**src/rtl/a2d_pkg.sv**
```systemverilog
`default_nettype none
// +----------------------------------------------------------------------------+
// | Module      : a2d_pkg                                                      |
// | Description : Shared types and constants for the A2D request arbiter:      |
// |               arbiter state enum, requester count, A2D channel map,        |
// |               invalid-channel test and round-robin pointer advance.        |
// | Revision    : 1.0 - initial release                                        |
// +----------------------------------------------------------------------------+
package a2d_pkg;

  localparam int NUM_REQ = 3;
  localparam int CH_W    = 3;
  localparam int RES_W   = 12;
  localparam int PTR_W   = 2;

  // A2D channel map; codes 5 and 6 have no converter input behind them.
  localparam logic [CH_W-1:0] CH_B1  = 3'd0;
  localparam logic [CH_W-1:0] CH_LP  = 3'd1;
  localparam logic [CH_W-1:0] CH_B3  = 3'd2;
  localparam logic [CH_W-1:0] CH_HP  = 3'd3;
  localparam logic [CH_W-1:0] CH_B2  = 3'd4;
  localparam logic [CH_W-1:0] CH_VOL = 3'd7;

  typedef enum logic [1:0] {
    IDLE  = 2'd0,
    START = 2'd1,
    WAIT  = 2'd2,
    DONE  = 2'd3
  } a2d_state_e;

  // Any code outside the channel map (i.e. 5 or 6) is invalid.
  function automatic logic ch_invalid(input logic [CH_W-1:0] ch);
    return !(ch inside {CH_B1, CH_LP, CH_B3, CH_HP, CH_B2, CH_VOL});
  endfunction

  // Pointer moves to the slot just after the requester that was served.
  function automatic logic [PTR_W-1:0] rr_next_ptr(input logic [NUM_REQ-1:0] g);
    case (g)
      3'b001:  return 2'd1;
      3'b010:  return 2'd2;
      default: return 2'd0;
    endcase
  endfunction

endpackage
`default_nettype wire

```
**src/rtl/a2d_rr_pick.sv**
```systemverilog
`default_nettype none
// +----------------------------------------------------------------------------+
// | Module      : a2d_rr_pick                                                  |
// | Description : Combinational round-robin selector. Picks the first set      |
// |               request at or after the pointer, searching upward modulo     |
// |               NUM_REQ.                                                     |
// | Ports       : req_i   - request vector                                     |
// |               ptr_i   - round-robin pointer (index of highest priority)    |
// |               win_o   - one-hot winner                                     |
// |               valid_o - at least one request present                       |
// | Revision    : 1.0 - initial release                                        |
// +----------------------------------------------------------------------------+
module a2d_rr_pick
  import a2d_pkg::*;
(
  input  logic [NUM_REQ-1:0] req_i,
  input  logic [PTR_W-1:0]   ptr_i,
  output logic [NUM_REQ-1:0] win_o,
  output logic               valid_o
);

  localparam logic [NUM_REQ-1:0] C_ONE = {{(NUM_REQ-1){1'b0}}, 1'b1};

  logic [NUM_REQ-1:0] w_rot;
  logic [NUM_REQ-1:0] w_rot_win;

  // Rotate so the pointer slot lands at bit 0, take the lowest set bit,
  // then rotate the one-hot result back into requester order.
  assign w_rot     = NUM_REQ'({req_i, req_i} >> ptr_i);
  assign w_rot_win = w_rot & (~w_rot + C_ONE);
  assign win_o     = NUM_REQ'(({w_rot_win, w_rot_win} << ptr_i) >> NUM_REQ);
  assign valid_o   = |req_i;

endmodule
`default_nettype wire

```
**src/rtl/a2d_arb.sv**
```systemverilog
`default_nettype none
// +----------------------------------------------------------------------------+
// | Module      : a2d_arb                                                      |
// | Description : Round-robin arbiter sharing one A2D converter between three  |
// |               requesters. Grants one requester, launches a conversion on   |
// |               its channel, returns the result and a done pulse.            |
// | Config      : define A2D_TIMEOUT_EN to enable the conversion watchdog      |
// |               (limit = TIMEOUT_CYCLES clk cycles in WAIT).                 |
// | Ports       : clk, rst        - clock / async active-high reset            |
// |               req, req_chnnl  - level requests, per-requester channel      |
// |               gnt, done       - one-hot grant, one-cycle completion pulse  |
// |               res, err, busy  - last result, its error flag, activity      |
// |               strt_cnv, chnnl - conversion start / channel to the A2D      |
// |               cnv_cmplt, a2d_res - completion strobe / result from the A2D |
// | Revision    : 1.0 - initial release                                        |
// +----------------------------------------------------------------------------+
module a2d_arb
  import a2d_pkg::*;
#(
  parameter int TIMEOUT_CYCLES = 4096
) (
  input  logic                    clk,
  input  logic                    rst,
  input  logic [NUM_REQ-1:0]      req,
  input  logic [NUM_REQ*CH_W-1:0] req_chnnl,
  output logic [NUM_REQ-1:0]      gnt,
  output logic [NUM_REQ-1:0]      done,
  output logic [RES_W-1:0]        res,
  output logic                    err,
  output logic                    busy,
  output logic                    strt_cnv,
  output logic [CH_W-1:0]         chnnl,
  input  logic                    cnv_cmplt,
  input  logic [RES_W-1:0]        a2d_res
);

  // The watchdog counter cannot represent a limit below 2.
  if (TIMEOUT_CYCLES < 2) begin : g_timeout_range_chk
    $error("a2d_arb: TIMEOUT_CYCLES must be at least 2");
  end

  a2d_state_e         state_q, state_d;
  logic [PTR_W-1:0]   ptr_q,   ptr_d;
  logic [NUM_REQ-1:0] gnt_q,   gnt_d;
  logic [CH_W-1:0]    chnnl_q, chnnl_d;
  logic [RES_W-1:0]   res_q,   res_d;
  logic               err_q,   err_d;

`ifdef A2D_TIMEOUT_EN
  localparam int             WD_W    = $clog2(TIMEOUT_CYCLES);
  localparam logic [WD_W-1:0] WD_LAST = WD_W'(TIMEOUT_CYCLES - 1);
  logic [WD_W-1:0] wd_q, wd_d;
`endif

  logic [NUM_REQ-1:0] w_pick_win;
  logic               w_pick_valid;
  logic [CH_W-1:0]    w_pick_ch;

  a2d_rr_pick u_rr_pick (
    .req_i   (req),
    .ptr_i   (ptr_q),
    .win_o   (w_pick_win),
    .valid_o (w_pick_valid)
  );

  // Channel of the winning requester, latched at grant time.
  always_comb begin
    w_pick_ch = '0;
    for (int i = 0; i < NUM_REQ; i++) begin
      if (w_pick_win[i]) begin
        w_pick_ch = req_chnnl[CH_W*i +: CH_W];
      end
    end
  end

  always_comb begin
    state_d = state_q;
    ptr_d   = ptr_q;
    gnt_d   = gnt_q;
    chnnl_d = chnnl_q;
    res_d   = res_q;
    err_d   = err_q;
`ifdef A2D_TIMEOUT_EN
    wd_d    = wd_q;
`endif
    unique case (state_q)
      IDLE: begin
        if (w_pick_valid) begin
          gnt_d   = w_pick_win;
          chnnl_d = w_pick_ch;
          state_d = START;
        end
      end
      START: begin
        // Unmapped channels are rejected without touching the converter.
        if (ch_invalid(chnnl_q)) begin
          res_d   = '0;
          err_d   = 1'b1;
          state_d = DONE;
        end else begin
          state_d = WAIT;
`ifdef A2D_TIMEOUT_EN
          wd_d    = '0;
`endif
        end
      end
      WAIT: begin
        if (cnv_cmplt) begin
          res_d   = a2d_res;
          err_d   = 1'b0;
          state_d = DONE;
`ifdef A2D_TIMEOUT_EN
        end else if (wd_q == WD_LAST) begin
          res_d   = '0;
          err_d   = 1'b1;
          state_d = DONE;
        end else begin
          wd_d    = wd_q + WD_W'(1);
`endif
        end
      end
      DONE: begin
        ptr_d   = rr_next_ptr(gnt_q);
        gnt_d   = '0;
        state_d = IDLE;
      end
      default: state_d = IDLE;
    endcase
  end

  always_ff @(posedge clk or posedge rst) begin
    if (rst) begin
      state_q <= IDLE;
      ptr_q   <= '0;
      gnt_q   <= '0;
      chnnl_q <= '0;
      res_q   <= '0;
      err_q   <= 1'b0;
`ifdef A2D_TIMEOUT_EN
      wd_q    <= '0;
`endif
    end else begin
      state_q <= state_d;
      ptr_q   <= ptr_d;
      gnt_q   <= gnt_d;
      chnnl_q <= chnnl_d;
      res_q   <= res_d;
      err_q   <= err_d;
`ifdef A2D_TIMEOUT_EN
      wd_q    <= wd_d;
`endif
    end
  end

  // Pulses are decoded from the registered state, so each lasts exactly
  // the one cycle spent in START or DONE.
  assign gnt      = gnt_q;
  assign done     = (state_q == DONE) ? gnt_q : '0;
  assign strt_cnv = (state_q == START) && !ch_invalid(chnnl_q);
  assign busy     = (state_q != IDLE);
  assign chnnl    = chnnl_q;
  assign res      = res_q;
  assign err      = err_q;

endmodule
`default_nettype wire

```
**config.mk**
```make
export PLATFORM = sky130hd
export DESIGN_NAME = a2d_arb
export DESIGN_NICKNAME = d
export VERILOG_FILES = /design/src/rtl/a2d_pkg.sv /design/src/rtl/a2d_rr_pick.sv /design/src/rtl/a2d_arb.sv
export SDC_FILE = /design/constraint.sdc
export NUM_CORES = 1
export LEC_CHECK = 0
export ABC_AREA = 1
export CORE_ASPECT_RATIO = 1.25
export CORE_MARGIN = 5
export CORE_UTILIZATION = 34
export CTS_CLUSTER_DIAMETER = 30
export CTS_CLUSTER_SIZE = 16
export DETAILED_ROUTE_END_ITERATION = 6
export GPL_TIMING_DRIVEN = 1
export HOLD_SLACK_MARGIN = 0.02
export SYNTH_ARGS = -nofsm -noshare
export SYNTH_HDL_FRONTEND = slang
export SYNTH_SLANG_ARGS = --single-unit
```
**constraint.sdc**
```tcl
create_clock -name clk -period 1.65 [get_ports clk]
set_input_delay 0.495 -clock clk [delete_from_list [all_inputs] [get_ports clk]]
set_output_delay 0.495 -clock clk [all_outputs]
set_load 0.02 [all_outputs]
```
# == After elaboration in Yosys (flattened, before gate mapping) ==
# Index checks and enable logic that the tools add are counted.
# totals
register_bits,23
in_bits,27
out_inout_bits,24
word_cells,53
# classes
addsub,1
eq_ne,13
shift,2
n_mux,17
n_bitwise,2
reduce_logical,12
# ops
op,count
12-bit 2-to-1 mux,2
12-bit one-hot mux with 2 select lines,1
3-bit 2-to-1 mux,5
3-bit by 2-bit == test with 1-bit output (second input constant),3
2-bit one-hot mux with 4 select lines,1
3-bit by 1-bit == test with 1-bit output (second input constant),2
3-bit == test (second input constant),2
3-bit one-hot mux with 2 select lines,1
2-bit AND reduction,3
2-bit nonzero test,3
6-bit nonzero test,1
6-bit by 2-bit << shifter with 6-bit output,1
6-bit by 2-bit right shift with 3-bit output,1
2-bit == test (second input constant),2
2-bit 2-to-1 mux,2
2-bit != test (second input constant),2
2-bit one-hot mux with 2 select lines,1
3-bit by 1-bit adder with 3-bit output (second input constant),1
3-bit AND,1
3-bit logical NOT,1
1-bit 2-to-1 mux,3
3-bit inverter,1
3-bit AND reduction,1
3-bit OR reduction,1
other kinds (5),5

# == Logic depth before layout (Yosys ltp) ==
# Gate-level depths: netlist of run 1.
# logic_depth
word_depth,8
ltp_mapped,14
mapped_depth_nobuf,13

# == Modules after synthesis ==
# From an unflattened synthesis of run 1, not the netlist that was laid out.
# hier_totals
cells_unflattened,212
area_unflattened_um2,1458.9
# modules_own_cells
mod,instances,cells_each,area_per_inst_um2
a2d_arb,1,165,1218.7
a2d_rr_pick,1,47,240.2

# == Least setup slack after synthesis of run 1 ==
# No wires, ideal clock.
# synth_timing
path_type,register to register
startpoint,register state_q[0]
endpoint,register err_q (netlist: err)
setup_ps,136
arrival_time_ps,1378
required_time_ps,1514
path_slack_ps,136
path_stages_with_launch,8
n_path_buf,1
period_less_slack_ps,1514
path_cell_list,dfrtp_1 -> inv_1 -> ha_1 -> inv_1 -> nor2_1 -> o21ai_2 -> clkbuf_1 -> o21ai_0
# synth_via
elab_chain_cells,3
elab_cells_between_ends,7
classes_between,4 x eq/ne; 1 x mux; 2 x reduce/logical
# synth_rtl
item,line_no,source
start: declaration,a2d_arb.sv:42,"a2d_state_e state_q, state_d;"
start signal: assignment,a2d_arb.sv:143,state_q <= state_d;
2-bit by 1-bit == test with 1-bit output or 2-bit == test (tied branches),a2d_arb.sv:86,unique case (state_q)
2-bit != test (no source line) or 2-bit nonzero test (tied branches),-,
3-bit AND reduction (no source line),-,
end signal: assignment,a2d_arb.sv:148,err_q <= err_d;
end: declaration,a2d_arb.sv:47,"logic err_q, err_d;"
# Several ways; a longest one is shown, not always the timed one.
# A chain may end at the register's enable or synchronous reset.

# == Worst setup path in the final report of run 1 ==
# layout_timing
startpoint,register state_q[1]
endpoint,output strt_cnv
# layout_via
elab_chain_cells,2
# layout_rtl
item,line_no,source
2-bit by 1-bit == test with 1-bit output,a2d_arb.sv:159,assign strt_cnv = (state_q == START) && !ch_invalid(chnnl_q);
1-bit logical AND,a2d_arb.sv:159,
end: declaration,a2d_arb.sv:31,"output logic strt_cnv,"
# Every way passes these cells.

==> flow_summary_export.csv, run 1 <==
group,metric,value,unit
status,outcome,"finished with violations",
status,violations,"negative setup slack",
min_path,hp-class,"reg -> reg",
route,routed_wl,3510,um
setup_path,slowest_stage,"dfrtp_1",
floorplanning,io_pins,51,
timing,setup_viol,1,
power_and_ir_drop,power.total,3.59,mW
clock_tree,postCtsHoldBufs,0,
clock_tree,cts_sinks,23,
setup_path,critical_path_arrival,1.23,ns
route,drc,0,
setup_path,endpoint_kind,"output pin",
setup_path,critical_path_buf_inv_count,3,
setup_path,r2r_start,"state_q[1]",
power_and_ir_drop,powerDensity,1590,nW/um2
route,drtIter0Drc,53,
grt,first_global_vias,1308,
timing,timing.fmax,579,MHz
clock_tree,clockBufferDepth,2,
floorplanning,initial_utilization,34.4,%
power_and_ir_drop,irDropWorstVdd,0.000770,V
setup_path,crit_chain,"inv_2 > ha_4 > inv_2 > nor2_1 > buf_4",
clock_tree,clk_latency,0.26,ns
grt,antenna_found_initial,0,
timing,rsz0062_at_grt,"true",
power_and_ir_drop,leakage,1.16,nW
timing,layout_setup_ws,-0.0769,ns
placement,dp_worst_setup_slack,-0.399,ns
setup_path,timing.rr.end,"res[8]",
timing,finalSetupTns,-0.0769,ns
timing,period_needed,1.73,ns
cells_and_area,drive_gt1_share,28.4,%
cells_and_area,design_area,2260,um2
min_path,hp-start,"err",
cells_and_area,diodes,0,
setup_path,critical_path.max_fanout,3,
route,postRouteAntennaNets,0,
yosys,synth_cell_types,26,
setup_path,reg2reg_slack,0.08,ns
placement,dp_hpwl,2760,um
setup_path,r2r_cells,9,
clock_tree,path_clk_slew,0.08,ns
yosys,ys_seq_area_share,41.5,%
floorplanning,die_h,81.4,um
route,drt_pass1_iterations,4,
grt,grt_pass1_wl,5710,um
floorplanning,rows,26,
job,max_cap_violations,0,
grt,grt_max_degree,27,
setup_path,critPathTopFamily,"flip-flops",
yosys,syn_nets,217,
setup_path,critPathKind,"reg -> out",
floorplanning,die_w,67.1,um
timing,worst_pin_slew,0.312,ns
clock_tree,cts_root_buf,"clkbuf_8",
min_path,holdPathEnd,"err",
timing,drv_slew,0,
route,vias,1394,
route,via_per_inst,4.36,
grt,grt.overflow.total,0,
floorplanning,core_area,4030,um2
cells_and_area,fillCellCount,407,
clock_tree,cts_buffers,3,
placement,dpl_cell_area,2120,um2
yosys,ys_warn_count,0,
timing,slew_headroom,79.0,%
cells_and_area,nNetsFinal,297,
setup_path,critical_path.most_common_cell,"inv_2",
yosys,syn_inst,185,
timing,fin_worst_skew,0.00414,ns
floorplanning,die_area,5460,um2
cells_and_area,area_growth,63.0,%
route,wire_per_inst,11.0,um
yosys,syn_avg_cell_area,7.49,um2
clock_tree,htree_levels,1,
setup_path,max_stage_delay,0.43,ns
grt,grt_usage,13.5,%
setup_path,crit_path_start_kind,"flop",
clock_tree,cts_tree,"done",
placement,gp_congestion,0.790,
placement,io_buffer_count,50,
timing,hold_ws,0.480,ns
timing,finalCritPeriodShare,105,%
yosys,synth_seq_cells,23,
setup_path,cp.required,1.15,ns
min_path,holdPathStages,2,
yosys,synthesis.area,1390,um2
timing,hold_viol_final,0,
[worst reg2reg max path, stage by stage, from the launching register on]
cell and delay [ns]:
dfrtp_1 0.43, inv_2 0.13, ha_4 0.15, inv_2 0.03, buf_4 0.12, nor3_4 0.20
o21ai_2 0.09, buf_12 0.16, nand2_1 0.05, o21ai_0 0.08
[metrics by stage]
step / std cells / util [%]
6_report: 320 / 56.0
3_5_place_dp: 310 / 52.5
5_1_grt: 320 / 56.0
2_1_floorplan: 185 / -
4_1_cts: 319 / 54.7
3_3_place_gp: 310 / 52.5
[per-layer routing]
| metal | track usage [%] | vias up | share of wire [%] |
|---|---|---|---|
| met1 | 15.0 | 605 | 41 |
| met5 | 0 | - | 0 |
| met2 | 24.9 | 41 | 50 |
| met3 | 4.01 | 4 | 7.6 |
| li1 | - | 744 | - |
| met4 | 3.04 | 0 | 0.74 |
[state kept, by name, summed over array words and instances, names as in the netlist]
register  count
state_q       2
ptr_q         2
gnt           3
chnnl         3
res          12
err           1
[repair_timing]
item	CTS	global route
pin swaps	3	3
buffers inserted	5	1
resized for setup	58	25
endpoints found under the setup margin	42	26
[layout make-up]
class | count | area, um2 | area share [%]
Tap cell | 56 | 70.1 | 3.10
Inverter | 28 | 113 | 4.98
Multi-Input combinational cell | 130 | 739 | 32.7
Sequential cell | 23 | 579 | 25.6
Timing Repair Buffer | 79 | 713 | 31.6
Clock buffer | 4 | 45.0 | 1.99
[logic make-up (layout without fill, tap and decap cells)]
family                   after synthesis  after routing  share of synthesized area, %
adder cells (fa/ha/maj)                5              5                          4.51
AO/OA/AOI/OAI                         31             31                          13.0
flip-flops                            23             23                          41.5
buffers and inverters                 32            111                          9.66
AND/OR/NAND/NOR                       94             94                          31.3
[worst max-delay path by stage]
stage          depth (start not counted)  slack, ns       start  endpoint
6_report                               5      -0.08  state_q[1]  strt_cnv
2_1_floorplan                          7       0.14  state_q[0]       err
5_1_grt                                5      -0.13  state_q[0]  strt_cnv
3_3_place_gp                          12      -0.37      req[0]  chnnl[0]
3_5_place_dp                          12      -0.40      req[0]  chnnl[2]
4_1_cts                                5      -0.09  state_q[1]  strt_cnv
[cell usage in the layout, fill, tap and decap left out, types with 4 or more instances in the layout]
master / instances
buf_4: 28
buf_6: 5
clkdlybuf4s50_1: 23
dfrtp_1: 20
dlygate4sd2_1: 19
inv_1: 19
inv_2: 7
nand2_1: 56
nand2_2: 10
nand3_1: 7
nand3_2: 5
nor2_1: 9
o21ai_0: 14
o21ai_1: 4
[cell usage after synthesis, drive strengths merged]
cell,count,area share (%)
o32ai,2,1.3
a21oi,3,1.1
o2111ai,2,1.3
inv,28,7.9
nor2,12,3.8
ha,5,4.5
o21ai,20,7.5
clkbuf,2,0.54
nand2,68,21
nand4,1,0.45
dfrtp,23,42
a31oi,1,0.45
nor3,1,0.36
nand3,12,6.1
buf,2,1.2
o22ai,2,0.90
o211ai,1,0.54
[power breakdown]
group          internal, mW  switching [mW]
Combinational          1.07            1.24
Sequential            0.757           0.176
Clock                 0.172           0.175
Note: power is estimated with default switching activity, not from simulation.
==> run 2: changes to the inputs <==
--- a/config.mk
+++ b/config.mk
@@ -14,6 +14,7 @@
 export DETAILED_ROUTE_END_ITERATION = 6
 export GPL_TIMING_DRIVEN = 1
 export HOLD_SLACK_MARGIN = 0.02
+export PLACE_DENSITY = 0.66
 export SYNTH_ARGS = -nofsm -noshare
 export SYNTH_HDL_FRONTEND = slang
 export SYNTH_SLANG_ARGS = --single-unit
==> constraint.sdc (replaced) <==
create_clock -name clk -period 1.49 [get_ports clk]
set_input_delay 0.447 -clock clk [delete_from_list [all_inputs] [get_ports clk]]
set_output_delay 0.447 -clock clk [all_outputs]
set_load 0.02 [all_outputs]
==> run 2 against run 1 <==
Against the previous run:
- cell count grew 4.7%
- combinational power grew 42%
- the flow still finishes with violations (negative setup slack)
- sequential power grew 14%
- clock-buffer cell count is the same
- register-to-register slack lost 0.21 ns
- global-route usage grew 1.8 points
- clock skew shrank 0.0018 ns
- hold slack gained 0.016 ns
- routed wire length grew 16%
==> flow_summary_export.csv, run 2 (synthesis gave the netlist of run 1 again) <==
group,metric,value,unit
route,postRouteAntennaNets,0,
timing,period_needed,1.68,ns
timing,setup_viol,24,
clock_tree,cts_root_buf,"clkbuf_8",
min_path,hp-class,"reg -> reg",
cells_and_area,largest_reg_flops,12,
floorplanning,rows,26,
floorplanning,io_pins,51,
cells_and_area,mostFrequentLayoutCells,"nand2_1 (44), buf_4 (35), clkdlybuf4s50_1 (23)",
power_and_ir_drop,cellInternalPower,2.61,mW
setup_path,critPathKind,"reg -> out",
grt,first_global_vias,1490,
clock_tree,path_clk_slew,0.08,ns
floorplanning,die_area,5460,um2
timing,timing.fmax,596,MHz
route,routed_wl,4080,um
grt,grt_max_degree,24,
placement,dpl_cell_area,2170,um2
cells_and_area,drive_gt1_share,46.2,%
clock_tree,clockBufferDepth,2,
placement,dp_worst_setup_slack,-0.504,ns
status,outcome,"finished with violations",
placement,dp_hpwl,2760,um
clock_tree,cts_buffers,3,
cells_and_area,nNetsFinal,312,
status,violations,"negative setup slack",
setup_path,critical_path.max_fanout,3,
clock_tree,cts_sinks,23,
power_and_ir_drop,swShare,44.8,%
timing,finalCritPeriodShare,113,%
route,drc,0,
power_and_ir_drop,p_sw,2.12,mW
clock_tree,cts_tree,"done",
grt,grtUsageMet2,27.7,%
grt,grtUsageMet3,4.70,%
timing,hold_viol_final,0,
power_and_ir_drop,irDropWorstVdd,0.00105,V
route,drt_pass1_iterations,4,
grt,busiest_layer,"met2",
clock_tree,htree_levels,1,
cells_and_area,area_growth,81.3,%
grt,grt_util_met1,17.6,%
route,wire_per_inst,12.2,um
placement,io_buffer_count,50,
grt,antenna_found_initial,0,
floorplanning,die_w,67.1,um
power_and_ir_drop,clock_power_share,8.1,%
route,drtIter0Drc,75,
power_and_ir_drop,p_comb_share,69.5,%
timing,rsz0062_at_grt,"true",
timing,layout_setup_ws,-0.189,ns
power_and_ir_drop,powerDensity,1880,nW/um2
floorplanning,die_h,81.4,um
setup_path,crit_path_start_kind,"flop",
grt,grt_pass1_wl,6550,um
timing,drv_slew,0,
route,via_per_inst,4.54,
clock_tree,postCtsHoldBufs,0,
setup_path,cp.required,1.04,ns
cells_and_area,final_common_cell,"nand2_1",
cells_and_area,utilization,62.3,%
floorplanning,core_area,4030,um2
timing,slew_headroom,79.0,%
clock_tree,clk_latency,0.26,ns
power_and_ir_drop,leakage,1.25,nW
setup_path,critical_path_arrival,1.23,ns
power_and_ir_drop,seq_power_share,22.4,%
timing,worst_pin_slew,0.315,ns
floorplanning,initial_utilization,34.4,%
cells_and_area,diodes,0,
grt,grt.overflow.total,0,
cells_and_area,design_area,2510,um2
timing,fin_worst_skew,0.00237,ns
route,vias,1520,
job,max_cap_violations,0,
placement,gp_congestion,0.785,
setup_path,endpoint_kind,"output pin",
grt,grt_usage,15.3,%
run 2: cell count changes in the layout (fill, tap and decap cells not counted), moves of 6 or more:
cell / previous run / this run
dlygate4sd2_1: 19 / 13
nand2_1: 56 / 44
o21ai_0: 14 / 2
nand2_2: 10 / 20
o21ai_1: 4 / 10
buf_4: 28 / 35
buf_6: 5 / 13
run 2: stage by stage:
stage | cells | hold WS (ns) | power, mW | setup TNS (ns)
2_1_floorplan | 185 | 0.449 | 2.34 | 0
3_3_place_gp | 316 | 0.466 | 3.49 | -6.65
3_5_place_dp | 316 | 0.473 | 3.51 | -7.14
4_1_cts | 330 | 0.493 | 4.37 | -2.47
5_1_grt | 335 | 0.511 | 5.09 | -3.76
6_report | 335 | 0.497 | 4.73 | -2.12
run 2: worst max-delay path, cell delays in order, from the launching register on:
cell,delay [ns]
dfrtp_2,0.46
buf_6,0.14
ha_4,0.16
inv_4,0.05
nor2_2,0.04
buf_6,0.12
run 2: area by class of cell:
type / instances / area (um2)
clock buffer: 4 / 45.0
fill: 366 / 1520
inverter: 28 / 118
multi-input combinational: 130 / 873
sequential: 23 / 579
tap: 56 / 70.1
timing repair buffer: 94 / 828
run 2: path summary, 6_finish.rpt:
| path | from | endpoint | slack (ns) | cells after the start |
|---|---|---|---|---|
| max | state_q[0] | strt_cnv | -0.19 | 5 |
| min | res[6] | res[6] | 0.50 | 2 |
| max reg2reg | state_q[0] | res[4] | -0.13 | 10 |
| min reg2reg | res[6] | res[6] | 0.50 | 2 |
| max in group asynchronous | rst | state_q[1] | 0.69 | 3 |
| min in group asynchronous | rst | res[5] | 0.53 | 3 |
run 2: metal layers:
metal  up-vias  routed length, um  part of all wire (%)
li1        777                  -                     -
met1       684               1600                    39
met2        53               2100                    52
met3         6                333                   8.2
met4         0                 41                   1.0
met5         -                  0                     0
run 2: power groups by stage:
stage / combinational (mW) / sequential, mW / clock [mW]
floorplan: 1.16 / 1.17 / 0
global placement: 2.47 / 1.02 / 0
detailed placement: 2.49 / 1.02 / 0
CTS: 2.95 / 1.02 / 0.395
global route: 3.58 / 1.09 / 0.419
finish: 3.29 / 1.06 / 0.381
run 2: repair_timing:
action / 4_1_cts / 5_1_grt
pin swaps: 3 / 9
gates cloned: 2 / 1
gates resized for setup: 90 / 74
setup buffers: 8 / 7
setup endpoints to repair: 44 / 28
==> run 3: changes to the inputs <==
--- a/config.mk
+++ b/config.mk
@@ -12,9 +12,9 @@
 export CTS_CLUSTER_DIAMETER = 30
 export CTS_CLUSTER_SIZE = 16
 export DETAILED_ROUTE_END_ITERATION = 6
+export DONT_BUFFER_PORTS = 1
 export GPL_TIMING_DRIVEN = 1
 export HOLD_SLACK_MARGIN = 0.02
-export PLACE_DENSITY = 0.66
 export SYNTH_ARGS = -nofsm -noshare
 export SYNTH_HDL_FRONTEND = slang
 export SYNTH_SLANG_ARGS = --single-unit
==> constraint.sdc (replaced) <==
create_clock -name clk -period 1.49 [get_ports clk]
set_input_delay 0.298 -clock clk [delete_from_list [all_inputs] [get_ports clk]]
set_output_delay 0.298 -clock clk [all_outputs]
set_load 0.02 [all_outputs]
==> run 3 against run 2 <==
Against the previous run:
- the flow still finishes with violations (negative setup slack)
- sequential share of layout area rose by 6.6 points
- register-to-register slack improved by 0.11 ns
- fmax rose by 9.6%
- design area fell by 23%
- core utilization fell by 14 points
- hold slack got worse by 0.34 ns
- worst setup slack improved by 0.15 ns
- clock-buffer cell count did not move
- sequential power rose by 6%
==> flow_summary_export.csv, run 3 (synthesis gave the netlist of run 1 again) <==
group,metric,value,unit
setup_path,crit_chain,"inv_2 > buf_6 > ha_4 > inv_4 > buf_6 > buf_6",
power_and_ir_drop,irDropWorstVdd,0.00110,V
route,drc,0,
setup_path,critPathTopFamily,"buffers and inverters",
route,vias,1290,
timing,setup_viol,12,
clock_tree,clk_latency,0.27,ns
floorplanning,die_w,67.1,um
setup_path,crit_path_start_kind,"flop",
cells_and_area,largest_reg_flops,12,
timing,rsz0062_at_grt,"true",
placement,dpl_cell_area,1620,um2
setup_path,timing.rr.end,"res[2]",
clock_tree,clockBufferDepth,2,
placement,io_buffer_count,0,
timing,fin_worst_skew,0.00607,ns
grt,grt_usage,13.7,%
min_path,hp-class,"in -> reg",
setup_path,endpoint_kind,"output pin",
timing,finalCritPeriodShare,103,%
min_path,holdPathStages,2,
job,max_cap_violations,0,
floorplanning,die_area,5460,um2
min_path,hp-start,"a2d_res[1]",
clock_tree,path_clk_slew,0.08,ns
timing,drv_slew,0,
route,drt_pass1_iterations,4,
route,drtIter0Drc,37,
cells_and_area,area_growth,40.3,%
setup_path,critical_path.most_common_cell,"buf_6",
power_and_ir_drop,power.total,4.24,mW
setup_path,cp.depth,6,
setup_path,critPathKind,"reg -> out",
timing,worst_pin_slew,0.296,ns
power_and_ir_drop,leakage,0.948,nW
setup_path,r2r_start,"state_q[0]",
route,routed_wl,3750,um
cells_and_area,nNetsFinal,252,
route,postRouteAntennaNets,0,
floorplanning,io_pins,51,
timing,slew_headroom,80.3,%
status,outcome,"finished with violations",
setup_path,reg2reg_slack,-0.02,ns
grt,first_global_vias,1264,
grt,grt.overflow.total,0,
timing,finalSetupTns,-0.262,ns
clock_tree,cts_root_buf,"clkbuf_8",
floorplanning,rows,26,
clock_tree,cts_sinks,23,
power_and_ir_drop,powerDensity,2180,nW/um2
placement,dp_hpwl,2670,um
placement,gp_congestion,0.780,
clock_tree,cts_buffers,3,
setup_path,cp.required,1.19,ns
grt,grt_pass1_wl,5670,um
floorplanning,core_area,4030,um2
timing,hold_ws,0.161,ns
clock_tree,cts_tree,"done",
setup_path,r2r_cells,8,
timing,period_needed,1.53,ns
route,via_per_inst,4.69,
setup_path,max_stage_delay,0.42,ns
route,wire_per_inst,13.6,um
min_path,holdPathEnd,"res[1]",
timing,timing.fmax,653,MHz
setup_path,critical_path_arrival,1.23,ns
cells_and_area,drive_gt1_share,39.3,%
cells_and_area,mostFrequentLayoutCells,"nand2_1 (54), buf_4 (25), dfrtp_1 (22)",
timing,layout_setup_ws,-0.0421,ns
setup_path,slowest_stage,"dfrtp_1",
cells_and_area,diodes,0,
clock_tree,htree_levels,1,
setup_path,critical_path_buf_inv_count,5,
cells_and_area,design_area,1940,um2
grt,antenna_found_initial,0,
setup_path,critical_path.max_fanout,4,
cells_and_area,final_common_cell,"nand2_1",
timing,hold_viol_final,0,
floorplanning,die_h,81.4,um
grt,grt_max_degree,27,
status,violations,"negative setup slack",
floorplanning,initial_utilization,34.4,%
-- run 3: power by group --
group          leakage (nW)  switching [mW]  internal (mW)
Clock                0.0228           0.202          0.191
Combinational         0.625            1.46           1.26
Sequential            0.301           0.285          0.833
Total                 0.948            1.95           2.29
-- run 3: metal layers --
layer  global-route usage (%)  part of all wire (%)
met4                     5.48                   1.3
met5                        0                     0
met1                     15.1                    38
met2                     23.7                    53
met3                     4.84                   8.2
-- run 3: worst max path at each step --
| stage | from | end | slack, ns |
|---|---|---|---|
| floorplan | state_q[0] | res[10] | 0.03 |
| global placement | state_q[1] | res[7] | 0.01 |
| detailed placement | state_q[0] | gnt[0] | -0.02 |
| CTS | state_q[1] | strt_cnv | -0.04 |
| global route | state_q[0] | err | -0.11 |
| finish | state_q[0] | busy | -0.04 |
-- run 3: timing repair --
item	4_1_cts	5_1_grt
setup buffers	5	3
hold endpoints to repair	23	0
gates resized for setup	16	43
setup endpoints to repair	22	26
pin swaps	1	5
hold buffers	1	0
gates cloned	0	3
-- run 3: area by class of cell --
type	count	area, um2
Fill cell	417	2090
Multi-Input combinational cell	130	811
Sequential cell	23	577
Timing Repair Buffer	34	324
Inverter	28	118
Tap cell	56	70.1
Clock buffer	4	45.0
-- run 3: per-stage QoR --
step	instances	worst slack, ns	util [%]
after global placement	259	0.0113	40.2
after floorplan	185	0.0252	-
final	275	-0.0421	48.2
after global routing	275	-0.108	48.2
after detailed placement	259	-0.0163	40.2
after CTS	269	-0.0395	43.6
